--- src/rtl/s6bit_accum_seq_pkg.sv ---
// s6bit_accum_seq_pkg: shared widths, signed limits and sequencer states
package s6bit_accum_seq_pkg;
    localparam int S6_W = 6;
    localparam logic [S6_W-1:0] S6_MAX = 6'b011111;
    localparam logic [S6_W-1:0] S6_MIN = 6'b100000;
    localparam int CNT_W = 4;
    typedef enum logic {RUN, HOLD} state_t;
endpackage

--- src/rtl/s6bit_accum_seq_if.sv ---
// s6bit_accum_seq_if: operand stream in, packet result out
interface s6bit_accum_seq_if;
    import s6bit_accum_seq_pkg::*;
    logic [S6_W-1:0] in_data;
    logic in_valid;
    logic in_last;
    logic in_ready;
    logic [S6_W-1:0] out_sum;
    logic out_ovf;
    logic [CNT_W-1:0] out_count;
    logic out_valid;
    logic out_ready;
    modport master (
        output in_data, in_valid, in_last, out_ready,
        input in_ready, out_sum, out_ovf, out_count, out_valid
    );
    modport slave (
        input in_data, in_valid, in_last, out_ready,
        output in_ready, out_sum, out_ovf, out_count, out_valid
    );
endinterface

--- src/rtl/s6bit_accum_seq_sat.sv ---
// s6bit_sat: clamps a signed sum to the rail matching the operand sign on overflow
module s6bit_sat
    import s6bit_accum_seq_pkg::*;
(
    input  logic [S6_W-1:0] sum,
    input  logic ovf,
    input  logic a_sign,
    input  logic enable,
    output logic [S6_W-1:0] y
);
    assign y = (ovf && enable) ? (a_sign ? S6_MIN : S6_MAX) : sum;
endmodule

--- src/rtl/s6bit_accum_seq.sv ---
// s6bit_accum_seq: packetised signed accumulator around an external 6-bit adder
module s6bit_accum_seq
    import s6bit_accum_seq_pkg::*;
#(
    parameter bit SATURATE = 1'b0,
    parameter int MAX_TERMS = 15
) (
    input  logic clk,
    input  logic rst,
    s6bit_accum_seq_if.slave bus,
    output logic [S6_W-1:0] add_a,
    output logic [S6_W-1:0] add_b,
    input  logic [S6_W-1:0] add_sum,
    input  logic add_ovf
);
    localparam logic [CNT_W-1:0] MAX_CNT = CNT_W'(MAX_TERMS);
    state_t state, state_nx;
    logic [S6_W-1:0] acc, acc_nx, sat_val;
    logic sticky, sticky_nx;
    logic [CNT_W-1:0] count, count_nx;

    assign add_a = acc;
    assign add_b = bus.in_data;
    assign bus.in_ready = state == RUN;
    assign bus.out_valid = state == HOLD;
    assign bus.out_sum = acc;
    assign bus.out_ovf = sticky;
    assign bus.out_count = count;

    s6bit_sat u_sat (
        .sum(add_sum),
        .ovf(add_ovf),
        .a_sign(add_a[S6_W-1]),
        .enable(SATURATE),
        .y(sat_val)
    );

    always_ff @(posedge clk) begin
        if (rst) begin
            state <= RUN;
            acc <= '0;
            sticky <= 1'b0;
            count <= '0;
        end else begin
            state <= state_nx;
            acc <= acc_nx;
            sticky <= sticky_nx;
            count <= count_nx;
        end
    end

    // HOLD ignores the input stream entirely; RUN ignores out_ready
    always_comb begin
        state_nx = state;
        acc_nx = acc;
        sticky_nx = sticky;
        count_nx = count;
        if (state == RUN) begin
            if (bus.in_valid) begin
                acc_nx = sat_val;
                sticky_nx = sticky | add_ovf;
                count_nx = count + 1'b1;
                state_nx = (bus.in_last || count_nx == MAX_CNT) ? HOLD : RUN;
            end
        end else if (bus.out_ready) begin
            acc_nx = '0;
            sticky_nx = 1'b0;
            count_nx = '0;
            state_nx = RUN;
        end
    end
endmodule
--- src/flat_wrapper.sv ---
// flat-port wrapper written by rule: the top's interface ports become plain ports
module s6bit_accum_seq_flat import s6bit_accum_seq_pkg::*;
#(
    parameter bit SATURATE = 1'b0,
    parameter int MAX_TERMS = 15
)
  (clk, rst, add_a, add_b, add_sum, add_ovf, bus_in_data, bus_in_valid, bus_in_last, bus_out_ready, bus_in_ready, bus_out_sum, bus_out_ovf, bus_out_count, bus_out_valid);
  s6bit_accum_seq_if bus_i ();
  input  logic clk;
  input  logic rst;
  output logic [S6_W-1:0] add_a;
  output logic [S6_W-1:0] add_b;
  input  logic [S6_W-1:0] add_sum;
  input  logic add_ovf;
  input wire logic [$bits(bus_i.in_data)-1:0] bus_in_data;
  input wire logic [$bits(bus_i.in_valid)-1:0] bus_in_valid;
  input wire logic [$bits(bus_i.in_last)-1:0] bus_in_last;
  input wire logic [$bits(bus_i.out_ready)-1:0] bus_out_ready;
  output wire logic [$bits(bus_i.in_ready)-1:0] bus_in_ready;
  output wire logic [$bits(bus_i.out_sum)-1:0] bus_out_sum;
  output wire logic [$bits(bus_i.out_ovf)-1:0] bus_out_ovf;
  output wire logic [$bits(bus_i.out_count)-1:0] bus_out_count;
  output wire logic [$bits(bus_i.out_valid)-1:0] bus_out_valid;
  assign bus_i.in_data = bus_in_data;
  assign bus_i.in_valid = bus_in_valid;
  assign bus_i.in_last = bus_in_last;
  assign bus_i.out_ready = bus_out_ready;
  assign bus_in_ready = bus_i.in_ready;
  assign bus_out_sum = bus_i.out_sum;
  assign bus_out_ovf = bus_i.out_ovf;
  assign bus_out_count = bus_i.out_count;
  assign bus_out_valid = bus_i.out_valid;
  s6bit_accum_seq #(.SATURATE(SATURATE), .MAX_TERMS(MAX_TERMS)) u_core (.clk(clk), .rst(rst), .bus(bus_i), .add_a(add_a), .add_b(add_b), .add_sum(add_sum), .add_ovf(add_ovf));
endmodule
--- config.mk ---
export PLATFORM = sky130hd
export DESIGN_NAME = s6bit_accum_seq_flat
export DESIGN_NICKNAME = d
export VERILOG_FILES = /design/src/rtl/s6bit_accum_seq_pkg.sv /design/src/rtl/s6bit_accum_seq_if.sv /design/src/rtl/s6bit_accum_seq_sat.sv /design/src/rtl/s6bit_accum_seq.sv /design/src/flat_wrapper.sv
export SDC_FILE = /design/constraint.sdc
export NUM_CORES = 1
export LEC_CHECK = 0
export CORE_UTILIZATION = 34
export CTS_CLUSTER_DIAMETER = 120
export DETAILED_ROUTE_END_ITERATION = 8
export GPL_TIMING_DRIVEN = 1
export PLACE_DENSITY = 0.77
export SYNTH_ARGS = -nofsm -noshare
export SYNTH_HDL_FRONTEND = slang
export SYNTH_SLANG_ARGS = --single-unit
--- constraint.sdc ---
create_clock -name clk -period 1.4 [get_ports clk]
set_input_delay 0.28 -clock clk [delete_from_list [all_inputs] [get_ports clk]]
set_output_delay 0.28 -clock clk [all_outputs]
set_load 0.1 [all_outputs]
==> impl_results.md <==
- Status: completed
- Global route overflow: 0
- Initial Util: 0.3656
- Critical path launch point type: register
- GP Congestion: 0.8498
- Post-Syn Instances: 70
- Count of unique library cells instantiated by Yosys: 25
- Register area share after synthesis: 0.3765
- Dpl cells: 115
- Fin nets: 115
- CTS tree: yes
- Hold Path Class: register to register
- Layout cells sized above 1: 0.4362
- Place WS: -76.94 ps
- Die width: 45.32 um
- Non-Filler Instances: 119
- Final Max Slew Viols: 0
- Post-route setup slack: 159.8 ps
- Seq cells post-synth: 12
- Placed cell area: 1104 um^2
- Design area: 1140 um^2
- Mean area per synthesized cell: 9.116 um^2
- Row count: 15
- P per Cell Area: 985.3 nW/um^2
- TritonCTS Buffers: 3
- RSZ-0062 raised after global routing: false
- Height of the die: 45.32 um
- Initial antenna violation count: 0
- Lkg Pwr: 0.0004518 uW
- VDD IR max: 0.7171 mV
- Setup CP Type: register to output port
- Die area: 2054 um^2
- Antenna cells: 0
- Top Ports: 43
- Worst Tran Pin Value: 288.3 ps
- Arrival time at the worst endpoint: 960 ps
- Final Hold Vio Count: 0
- R2r setup slk: 290 ps
- Clk Latency, worst-skew pair: 270 ps
- Post-cts sizing count: 0
- CTS Root Cell: clkbuf_4
- Iter 0 DRT Violations: 10
- Htree depth: 1
- Post-Syn Area: 638.1 um^2
- DP HPWL: 1151 um
- Tcrit/Tclk final: 0.8859
- Count of final setup violators: 0
- Worst Path Required: 1120 ps
- Final wirelength: 1455 um
- Routed WL per cell: 12.23 um
- Vias per cell: 4.756
- Worst-path clk slew: 80 ps
- Worst r2r src: u_core.bus.out_count[1]
- DRT antenna net count: 0
- Post-route DRC: 0
- Total number of yosys warnings: 0
- R2r worst-path depth: 4
- Largest net degree at the start of global routing: 10
- DR vias: 566
- HP Start: u_core.bus.out_count[0]
- Minimum clock period: 1240 ps
- Vias in the first global route: 542
- Overall routing resource usage: 0.1604
- Min-Delay Path Depth: 2
- Synthesized Nets: 90
- Hold EP: u_core.bus.out_count[0]
- Layout Skew: 3.224 ps
- Total core area: 1745 um^2
- Setup Buffers After CTS: 0
- Clk buf depth: 2
- Worst rel slew slack: 0.8037
- FMAX: 806.3 MHz
- PortBufs: 30
- Area growth syn-to-layout: 78.63%
- Reg-to-Reg End: u_core.bus.out_valid
- Max cap viols: 0
- CP endpoint kind: output port
- TritonRoute pass-1 iters: 4
- CP max FO: 9
- CTS sink count: 12
- Hold buffer count at CTS: 0
- Global-route wire length before repair: 2242 um
## cell usage after synthesis
cell type | instances | area [um^2]
buf_4 | 14 | 105.1
dfxtp_1 | 12 | 240.2
nor2_1 | 8 | 30.03
a22oi_1 | 7 | 52.55
a21oi_1 | 4 | 20.02
nand2_1 | 3 | 11.26
ha_1 | 2 | 25.02
inv_1 | 2 | 7.510
xor2_1 | 2 | 17.52
a21oi_2 | 1 | 8.760
a2bb2oi_1 | 1 | 8.760
a41oi_1 | 1 | 8.760
buf_6 | 1 | 11.26
clkbuf_1 | 1 | 3.750
mux2i_4 | 1 | 22.52
nand2b_1 | 1 | 6.260
nand3_1 | 1 | 5.000
nand4b_1 | 1 | 8.760
nor2b_1 | 1 | 6.260
nor2b_2 | 1 | 8.760
nor3_1 | 1 | 5.000
nor3b_1 | 1 | 7.510
o21ai_1 | 1 | 5.000
o22ai_1 | 1 | 6.260
or3_1 | 1 | 6.260
## metrics by stage
stage | power (uW) | utilization | hold slack [ps] | setup TNS, ps
4_1_cts | 1132 | 0.6530 | 519.5 | 0
3_5_place_dp | 855.1 | 0.6323 | 506.6 | -419.6
2_1_floorplan | 758.7 | - | 351.8 | -76.83
6_report | 1123 | 0.6530 | 517.5 | 0
5_1_grt | 1166 | 0.6530 | 540.6 | 0
3_3_place_gp | 849.7 | 0.6323 | 497.5 | -147.7
## cell families after synthesis
| group | after synthesis | share of synthesized area |
|---|---|---|
| and+or+nand+nor | 19 | 0.1490 |
| DFF | 12 | 0.3765 |
| adders and majority gates | 2 | 0.03921 |
| buffers and inverters | 18 | 0.2000 |
| xor gates and xnor gates | 2 | 0.02746 |
| AOI/OAI and AO/OA | 16 | 0.1726 |
| muxes | 1 | 0.03529 |
## routing by layer
metal | global-route usage | vias to the layer above | wire length [um]
met1 | 0.1716 | 259 | 591
li1 | - | 276 | -
met3 | 0.07600 | 4 | 95
met4 | 0.09697 | 0 | 32
met5 | 0 | - | 0
met2 | 0.2551 | 27 | 734
## area by class of cell
type / instances / area, um^2
Clock buffer: 4 / 36.28
Fill cell: 149 / 605.6
Inverter: 2 / 7.507
Multi-Input combinational cell: 40 / 270.3
Sequential cell: 12 / 259.0
Tap cell: 25 / 31.28
Timing Repair Buffer: 36 / 535.5
## registers in the layout (all words and copies together) (netlist names)
signal,cells
u_core.add_a,6
u_core.bus.out_ovf,1
u_core.bus.out_valid,1
u_core.bus.out_count,4
## cell usage in the layout (no fill, tap or decap), types with 3 or more instances in the layout
cell,n
buf_4,6
dfxtp_2,6
clkbuf_4,3
dfxtp_1,3
a21oi_1,4
nand2_1,3
a22oi_1,7
nor2_1,8
clkdlybuf4s50_1,11
buf_12,19
dfxtp_4,3
## critical path, cell delays in order, from the launching register on
cell	delay, ps
dfxtp_4	430
inv_1	90
buf_12	170
## worst max path at each step
stage,from,endpoint,slack (ps)
after floorplan,u_core.bus.out_valid,bus_in_ready,-80
after global placement,bus_in_valid,u_core.add_a[4],-20
after detailed placement,bus_in_valid,u_core.add_a[1],-80
after CTS,u_core.bus.out_valid,bus_in_ready,150
after global routing,u_core.bus.out_valid,bus_in_ready,120
final,u_core.bus.out_valid,bus_in_ready,160
## report_power, final
part | leakage [uW] | internal (uW) | switching (uW)
Clock | 0.0000210 | 158 | 118
Sequential | 0.000103 | 360 | 36.3
Combinational | 0.000328 | 178 | 273
Power figures use the tool's default switching activity.
